### src/rtl/rxreq_slc_multi_pkg.sv
// Shared types for the RXREQ multi-stage slice: the request flit layout and the slice depth limit.
package rxreq_slc_multi_pkg;

    typedef struct packed {
        logic [10:0] src_id;
        logic [11:0] txn_id;
        logic [6:0]  opcode;
        logic [2:0]  size;
        logic [51:0] addr;
        logic        ns;
        logic        allow_retry;
        logic [3:0]  pcrd_type;
    } reqflit_t;

    localparam int REQFLIT_W           = $bits(reqflit_t);
    localparam int RXREQ_SLC_MAX_DEPTH = 8;

endpackage

### src/rtl/rxreq_slc_stage.sv
// One RXREQ slice stage: a plain pipe register, or with RXREQ_SLC_SKID_EN defined a
// main+skid register pair whose upstream ready comes straight from a flop.
module rxreq_slc_stage
    import rxreq_slc_multi_pkg::*;
#(
    parameter int WIDTH = REQFLIT_W
) (
    input  logic             clock,
    input  logic             reset,
    input  logic             flush,
    input  logic             in_valid,
    output logic             in_ready,
    input  logic [WIDTH-1:0] in_data,
    output logic             out_valid,
    input  logic             out_ready,
    output logic [WIDTH-1:0] out_data
);
    logic             main_valid;
    logic [WIDTH-1:0] main_data;
    logic             in_fire;

    assign out_valid = main_valid;
    assign out_data  = main_data;
    assign in_fire   = in_valid & in_ready;

    // NOTE: data registers are never reset; the valid bits alone say whether they hold a flit.
    // NOTE: all state uses <= so each flop samples the pre-edge values of its neighbours.
`ifdef RXREQ_SLC_SKID_EN
    logic             skid_valid;
    logic [WIDTH-1:0] skid_data;
    logic             main_free;

    assign in_ready  = ~skid_valid;
    assign main_free = ~main_valid | out_ready;

    // A parked skid flit refills main first; in_ready is low while it is parked.
    always_ff @(posedge clock) begin
        if (reset || flush) begin
            main_valid <= 1'b0;
            skid_valid <= 1'b0;
        end else if (main_free) begin
            main_valid <= skid_valid | in_fire;
            skid_valid <= 1'b0;
        end else if (in_fire) begin
            skid_valid <= 1'b1;
        end
    end

    always_ff @(posedge clock) begin
        if (main_free) begin
            main_data <= skid_valid ? skid_data : in_data;
        end else if (in_fire) begin
            skid_data <= in_data;
        end
    end
`else
    assign in_ready = ~main_valid | out_ready;

    always_ff @(posedge clock) begin
        if (reset || flush) begin
            main_valid <= 1'b0;
        end else if (in_ready) begin
            main_valid <= in_valid;
        end
    end

    always_ff @(posedge clock) begin
        if (in_fire) begin
            main_data <= in_data;
        end
    end
`endif

endmodule

### src/rtl/rxreq_slc_multi.sv
// DEPTH-stage valid/ready slice for RXREQ flits with synchronous flush and an occupancy count.
// Define RXREQ_SLC_SKID_EN to give every stage a skid register and a registered ready.
module rxreq_slc_multi
    import rxreq_slc_multi_pkg::*;
#(
    parameter int WIDTH = REQFLIT_W,
    parameter int DEPTH = 2,
    parameter int CNT_W = $clog2(2*DEPTH+1)
) (
    input  logic             clock,
    input  logic             reset,
    input  logic             flush,
    input  logic             pin_valid,
    output logic             pin_ready,
    input  logic [WIDTH-1:0] pin_data,
    output logic             pout_valid,
    input  logic             pout_ready,
    output logic [WIDTH-1:0] pout_data,
    output logic [CNT_W-1:0] occupancy
);
    if (DEPTH < 1 || DEPTH > RXREQ_SLC_MAX_DEPTH) begin : g_depth_check
        $error("rxreq_slc_multi: DEPTH must lie in 1..%0d", RXREQ_SLC_MAX_DEPTH);
    end

    // Stage 0 faces the POCQ head, stage DEPTH-1 drives the decode/allocate side.
    for (genvar g = 0; g < DEPTH; g++) begin : g_stage
        logic             in_valid;
        logic             in_ready;
        logic [WIDTH-1:0] in_data;
        logic             out_valid;
        logic             out_ready;
        logic [WIDTH-1:0] out_data;

        if (g == 0) begin : g_from_port
            assign in_valid = pin_valid;
            assign in_data  = pin_data;
        end else begin : g_from_stage
            assign in_valid = g_stage[g-1].out_valid;
            assign in_data  = g_stage[g-1].out_data;
        end

        if (g == DEPTH - 1) begin : g_to_port
            assign out_ready = pout_ready;
        end else begin : g_to_stage
            assign out_ready = g_stage[g+1].in_ready;
        end

        rxreq_slc_stage #(
            .WIDTH(WIDTH)
        ) u_stage (
            .clock    (clock),
            .reset    (reset),
            .flush    (flush),
            .in_valid (in_valid),
            .in_ready (in_ready),
            .in_data  (in_data),
            .out_valid(out_valid),
            .out_ready(out_ready),
            .out_data (out_data)
        );
    end

    logic pin_fire;
    logic pout_fire;

    // Both ports go quiet during flush or reset so nothing transfers while state is discarded.
    assign pin_ready  = g_stage[0].in_ready & ~flush & ~reset;
    assign pout_valid = g_stage[DEPTH-1].out_valid & ~flush & ~reset;
    assign pout_data  = g_stage[DEPTH-1].out_data;

    assign pin_fire  = pin_valid & pin_ready;
    assign pout_fire = pout_valid & pout_ready;

    always_ff @(posedge clock) begin
        if (reset || flush) begin
            occupancy <= '0;
        end else if (pin_fire && !pout_fire) begin
            occupancy <= occupancy + CNT_W'(1);
        end else if (!pin_fire && pout_fire) begin
            occupancy <= occupancy - CNT_W'(1);
        end
    end

endmodule

### config.mk
export PLATFORM = sky130hd
export DESIGN_NAME = rxreq_slc_multi
export DESIGN_NICKNAME = d
export VERILOG_FILES = /design/src/rtl/rxreq_slc_multi_pkg.sv /design/src/rtl/rxreq_slc_stage.sv /design/src/rtl/rxreq_slc_multi.sv
export SDC_FILE = /design/constraint.sdc
export NUM_CORES = 1
export LEC_CHECK = 0
export BUFFER_PORTS_ARGS = -buffer_cell sky130_fd_sc_hd__buf_2
export CAP_MARGIN = 20
export CORE_ASPECT_RATIO = 0.7
export CORE_MARGIN = 1
export CORE_UTILIZATION = 49
export DETAILED_ROUTE_END_ITERATION = 10
export HOLD_SLACK_MARGIN = 0.03
export PLACE_DENSITY_LB_ADDON = 0.3
export REMOVE_ABC_BUFFERS = 1
export SKIP_CTS_REPAIR_TIMING = 1
export SYNTH_ARGS = -nofsm -noshare
export SYNTH_HDL_FRONTEND = slang
export SYNTH_SLANG_ARGS = --single-unit
### constraint.sdc
create_clock -name clock -period 6 [get_ports clock]
set_input_delay 0 -clock clock [delete_from_list [all_inputs] [get_ports clock]]
set_output_delay 0 -clock clock [all_outputs]
set_load 0.05 [all_outputs]
==> key figures, run 1 <==
Floorplanning
  – Row count: 32
  – Ports: 192
  – Die Y: 92.5 um
  – Core region area: 11200 sq um
  – Die ar.: 12100 sq um
  – Initial core utilization: 51.1%
  – Die W: 131 um

Worst setup path
  – Crit. End Element: flop
  – Max stage delay on crit path: 580 ps
  – Worst R2R Setup Slack: 3700 ps
  – Critical setup path kind: reg -> reg
  – Max FO, Critical Path: 4
  – Arrival @ worst endpoint: 2650 ps
  – Slowest cell on the critical path: dlygate4sd3_1
  – Crit path buffers/inverters: 1
  – Top Family by Delay on Critical Path: simple AND/OR/NAND/NOR gates
  – Req. time, crit path: 6350 ps
  – Worst setup SP type: flop
  – Crit-path cells: nor2b_1, nand2_1, and3_1, ha_1, xor2_1, nor3_1, dlygate4sd3_1

CTS
  – H-tree Lvls: 4
  – Clock transition at the registers of the reported paths: 60 ps
  – Clk sinks: 187
  – Cts bufs inserted: 17
  – CTS Buffer Depth: 2
  – Root buffer cell: clkbuf_16
  – Worst-Skew Late Latency: 400 ps
  – CTS tree: done

Timing
  – TNS Setup: 0 ps
  – Max-slew headroom: 62.1%
  – Hold slack: 299 ps
  – Max-slew violations: 0
  – Min Tclk post-route: 2300 ps
  – Endpoints failing setup: 0
  – Unrepaired setup endpoints after global routing: no
  – Fmax: 434 MHz
  – Final Cycle Share: 38.4%
  – Worst slew pin tran: 568 ps
  – Clk_skew: 6.05 ps
  – Final Hold Vio Count: 0

Global routing
  – Initial antenna violation count: 0
  – Pin count of the biggest net entering global routing: 92
  – Vias in the first global route: 2452
  – First-pass GRT wire length: 12600 um
  – Global route overflow: 0
  – GRT Util Overall: 14.7%

Power
  – Power Total: 2.77 mW
  – Pleak: 3.31 nW
  – Peak supply drop: 0.000202 V
  – Pwr per Cell Area: 327 nW/um^2

Layout
  – Commonest non-fill, non-tap cell in the layout: buf_2
  – P&R area growth vs syn: 47.9%
  – Share of layout cells above drive strength 1: 42.6%
  – Commonest cells after routing, fill and taps aside: buf_2, edfxtp_1, dlygate4sd3_1, clkbuf_16, dfxtp_1
  – Layout Nets: 618
  – ANT cells: 0

Synthesis
  – Synth cell types: 17
  – Mapped Cells: 210
  – Synth Warn #: 0
  – Post-synth EDFFs: 182
  – Synth Register Bits: 187
  – Post-Syn Area: 5730 sq um
  – Synthesized area per cell: 27.3 sq um
  – Ys async rst share: 0%
  – Top_reg_cell synth: edfxtp_1
  – Sequential area share after synthesis: 97.2%

Drt
  – DR pass1 iterations: 4
  – Routed vias: 3067
  – Final WL: 10700 um
  – DR iter-0 viols: 127
  – Routed WL per cell: 15.7 um
  – Post-route ant nets: 0
  – Vias per cell: 4.47
  – DR DRC count: 0

Placement
  – Hpwl dp: 6010 um
  – Final GP Congestion: 0.737
  – Port Buffers: 191

Outcome
  – Status: finished clean

Job
  – Max-cap viol count: 0

Min path
  – Hold Path Class: in -> reg
==> path summary, 6_finish.rpt <==
kind | startpoint | to | cells past startpoint
worst max-delay path | g_stage[1].u_stage.out_valid$_SDFFE_PP0P_ | occupancy[0]$_SDFFE_PP0P_ | 7
worst min-delay path | pin_data[34] | g_stage[0].u_stage.out_data[34]$_DFFE_PP_ | 2
worst max register to register | g_stage[1].u_stage.out_valid$_SDFFE_PP0P_ | occupancy[0]$_SDFFE_PP0P_ | 7
worst min register to register | g_stage[0].u_stage.out_data[82]$_DFFE_PP_ | g_stage[1].u_stage.out_data[82]$_DFFE_PP_ | 0
==> worst reg2reg max path, delay by kind of cell (launching register included) <==
kind                     cells  cell delay (ps)
XOR/XNOR                     1              190
flip-flops                   1              320
adder cells (fa/ha/maj)      1              380
buffers and inverters        1              580
AND/OR/NAND/NOR              4              770
==> cell families after synthesis <==
group	after synthesis	synth area share (%)
xor gates and xnor gates	2	0.306
adders and majority gates	2	0.568
AOI/OAI and AO/OA	4	0.481
buffers and inverters	1	0.0655
DFF	187	97.2
muxes	1	0.175
and+or+nand+nor	13	1.22
==> layout make-up <==
| class | instances | area [sq um] |
|---|---|---|
| clock buffers | 19 | 433 |
| clock inverters | 13 | 140 |
| fillers | 619 | 2740 |
| inverters | 1 | 3.75 |
| multi-input cells | 22 | 168 |
| flip-flops and latches | 187 | 5570 |
| well taps | 153 | 191 |
| repair buffers | 291 | 1970 |
==> per-layer routing <==
metal	up-vias	track usage, %	wire length, um
met4	0	6.37	98
met3	9	7.39	954
met2	153	22.0	5480
met5	-	0	0
li1	1463	-	-
met1	1442	18.1	4220
==> where the power goes <==
part           internal (mW)  switching [mW]
logic                 0.0795           0.113
clock network          0.617           0.447
registers               1.50          0.0138
==> sequential cells by signal, indices dropped and copies added (netlist names) <==
signal	flops
g_stage.u_stage.out_data	182
occupancy	3
g_stage.u_stage.out_valid	2
==> metrics by stage <==
| stage | worst slack [ps] | utilization, % | instance area [sq um] | instances |
|---|---|---|---|---|
| final | 3700 | 75.5 | 8470 | 686 |
| after global routing | 3510 | 75.5 | 8470 | 686 |
| after CTS | 3940 | 66.7 | 7480 | 589 |
| after detailed placement | 3960 | 61.6 | 6910 | 557 |
| after global placement | 4060 | 61.6 | 6910 | 557 |
| after floorplan | 961 | - | 5730 | 210 |
==> cells in the mapped netlist, types with 2 or more instances <==
cell type	n	area, sq um
nor3_1	3	15.0
edfxtp_1	182	5470
nand2_1	2	7.51
and2_1	3	18.8
dfxtp_1	5	100
nor2b_1	2	12.5
xor2_1	2	17.5
o21a_1	2	15.0
(Power assumes the default switching activity.)
==> inputs of run 2 (changes only) <==
- clock period: 6 -> 2.35 ns (I/O delays scaled with it)
==> run 2 against run 1 <==
Effect of this change: sequential share of layout area increased by 0.097 points; worst hold slack lost 5.2 ps; cell count decreased by 0.29%; fmax increased by 9.1%; clock-buffer cell count grew 1; final area down 0.15%; clock power rose to 2.6 times the previous value; highest routed layer unchanged.
==> key figures, run 2 (synthesis gave the netlist of run 1 again) <==
Worst setup path
  – Critical path origin: g_stage[1].u_stage.out_valid$_SDFFE_PP0P_ (unchanged)
  – Worst R2R Setup Slack: 240 ps (was 3700 ps)
  – CP endpoint: occupancy[2]$_SDFFE_PP0P_ (was occupancy[0]$_SDFFE_PP0P_)
  – Top Family by Delay on Critical Path: simple AND/OR/NAND/NOR gates (unchanged)
  – Critical path depth: 9 (was 7)
  – Slowest cell on the critical path: fa_1 (was dlygate4sd3_1)
  – Max FO, Critical Path: 4 (unchanged)
  – Arrival @ worst endpoint: 2440 ps (was 2650 ps)
  – Critical setup path kind: reg -> reg (unchanged)
  – FF-to-FF Start: g_stage[1].u_stage.out_valid$_SDFFE_PP0P_ (unchanged)
  – FF-to-FF path depth: 9 (was 7)
  – Crit path buffers/inverters: 1 (unchanged)
  – Crit-path cells: nor2b_1, nand2_1, and3_1, ha_1, inv_1, fa_1, xor2_1, or3_1, a21boi_1 (was nor2b_1, nand2_1, and3_1, ha_1, xor2_1, nor3_1, dlygate4sd3_1)
  – Crit. End Element: flop (unchanged)
  – Worst R2R End: occupancy[2]$_SDFFE_PP0P_ (was occupancy[0]$_SDFFE_PP0P_)
  – Max stage delay on crit path: 380 ps (was 580 ps)
  – Worst setup SP type: flop (unchanged)
  – Req. time, crit path: 2680 ps (was 6350 ps)

Layout
  – ANT cells: 0 (unchanged)
  – Fillers: 642 (was 619)
  – P&R area growth vs syn: 47.7% (was 47.9%)
  – Share of layout cells above drive strength 1: 42.4% (was 42.6%)
  – Commonest cells after routing, fill and taps aside: buf_2, edfxtp_1, dlygate4sd3_1, clkbuf_16, dfxtp_1 (unchanged)
  – Commonest non-fill, non-tap cell in the layout: buf_2 (unchanged)
  – Layout Nets: 616 (was 618)
  – Max reg flops: 182 (unchanged)

Drt
  – DR DRC count: 0 (unchanged)
  – Post-route ant nets: 0 (unchanged)
  – Final WL: 10600 um (was 10700 um)
  – DR iter-0 viols: 130 (was 127)
  – DR pass1 iterations: 6 (was 4)
  – Routed WL per cell: 15.5 um (was 15.7 um)
  – Vias per cell: 4.48 (was 4.47)
  – Routed vias: 3062 (was 3067)

Timing
  – Worst slew pin tran: 493 ps (was 568 ps)
  – Max-slew violations: 0 (unchanged)
  – Final Cycle Share: 89.9% (was 38.4%)
  – Fmax: 474 MHz (was 434 MHz)
  – Unrepaired setup endpoints after global routing: no (unchanged)
  – Max-slew headroom: 67.2% (was 62.1%)
  – Endpoints failing setup: 0 (unchanged)
  – Min Tclk post-route: 2110 ps (was 2300 ps)
  – Clk_skew: 10.0 ps (was 6.05 ps)
  – Final Hold Vio Count: 0 (unchanged)
  – Hold slack: 294 ps (was 299 ps)

Floorplanning
  – Initial core utilization: 51.1% (unchanged)
  – Die ar.: 12100 sq um (unchanged)
  – Row count: 32 (unchanged)
  – Core region area: 11200 sq um (unchanged)
  – Die W: 131 um (unchanged)
  – Ports: 192 (unchanged)
  – Die Y: 92.5 um (unchanged)

Global routing
  – First-pass GRT wire length: 13600 um (was 12600 um)
  – GRT Util Overall: 15.9% (was 14.7%)
  – Initial antenna violation count: 0 (unchanged)
  – Vias in the first global route: 2573 (was 2452)
  – Pin count of the biggest net entering global routing: 92 (unchanged)
  – Global route overflow: 0 (unchanged)

CTS
  – Worst-Skew Late Latency: 400 ps (about the same)
  – CTS tree: done (unchanged)
  – CTS Buffer Depth: 2 (unchanged)
  – H-tree Lvls: 4 (unchanged)
  – Cts bufs inserted: 17 (unchanged)
  – Root buffer cell: clkbuf_16 (unchanged)
  – Clk sinks: 187 (unchanged)
  – Clock transition at the registers of the reported paths: 70 ps (was 60 ps)

Min path
  – Hold Crit Start: pin_data[63] (was pin_data[34])
  – Hold Path Class: in -> reg (unchanged)

Outcome
  – Status: finished clean (unchanged)

Power
  – Pwr per Cell Area: 836 nW/um^2 (was 327 nW/um^2)
  – Peak supply drop: 0.000716 V (was 0.000202 V)
  – Pleak: 3.29 nW (was 3.31 nW)
  – Power Total: 7.07 mW (was 2.77 mW)

Placement
  – Final GP Congestion: 0.736 (was 0.737)
  – Hpwl dp: 6320 um (was 6010 um)
  – Port Buffers: 191 (unchanged)

Job
  – Max-cap viol count: 0 (unchanged)
==> run 2: cell count changes in the layout (fill, tap and decap cells not counted) <==
cell           delta
buf_16            -1
clkbuf_1          +1
clkinv_2          -2
buf_12            +2
buf_4             -2
clkinv_4          -1
dlygate4sd3_1     -1
clkinvlp_4        +2
==> run 2: metrics by stage <==
stage | instance area (sq um) | TNS, ps | utilization [%] | setup WS (ps) | cells
finish | 8460 | 0 | 75.4 | 238 | 684
global route | 8460 | 0 | 75.4 | 114 | 684
CTS | 7500 | 0 | 66.9 | 326 | 589
detailed placement | 6930 | 0 | 61.8 | 342 | 557
global placement | 6930 | 0 | 61.8 | 411 | 557
floorplan | 5730 | -310620 | - | -2690 | 210
==> run 2: layer usage <==
layer	up-vias	GRT usage [%]	routed length, um
li1	1459	-	-
met1	1453	19.6	4150
met2	141	24.4	5430
met3	9	7.33	914
met4	0	7.06	89
met5	-	0	0
==> run 2: worst min-delay path by stage <==
stage	endpoint	cells after the start
CTS	g_stage[0].u_stage.out_data[75]$_DFFE_PP_	1
detailed placement	g_stage[0].u_stage.out_data[75]$_DFFE_PP_	1
finish	g_stage[0].u_stage.out_data[63]$_DFFE_PP_	2
global placement	g_stage[0].u_stage.out_data[81]$_DFFE_PP_	1
floorplan	occupancy[0]$_SDFFE_PP0P_	1
global route	g_stage[0].u_stage.out_data[63]$_DFFE_PP_	2
==> run 2: report_power, final <==
part / switching [mW] / total (mW) / internal (mW) / leakage (nW)
Sequential: 0.0344 / 3.85 / 3.82 / 1.77
Combinational: 0.286 / 0.488 / 0.202 / 1.25
Clock: 1.15 / 2.73 / 1.58 / 0.272
Total: 1.47 / 7.07 / 5.60 / 3.29
==> run 2: cell type report <==
cell class | count | area (sq um) | share of cell area, %
multi-input combinational | 22 | 168 | 1.98
inverter | 1 | 3.75 | 0.0444
tap | 153 | 191 | 2.26
clock buffer | 20 | 437 | 5.16
clock inverter | 12 | 136 | 1.61
timing repair buffer | 289 | 1950 | 23.1
sequential | 187 | 5570 | 65.8
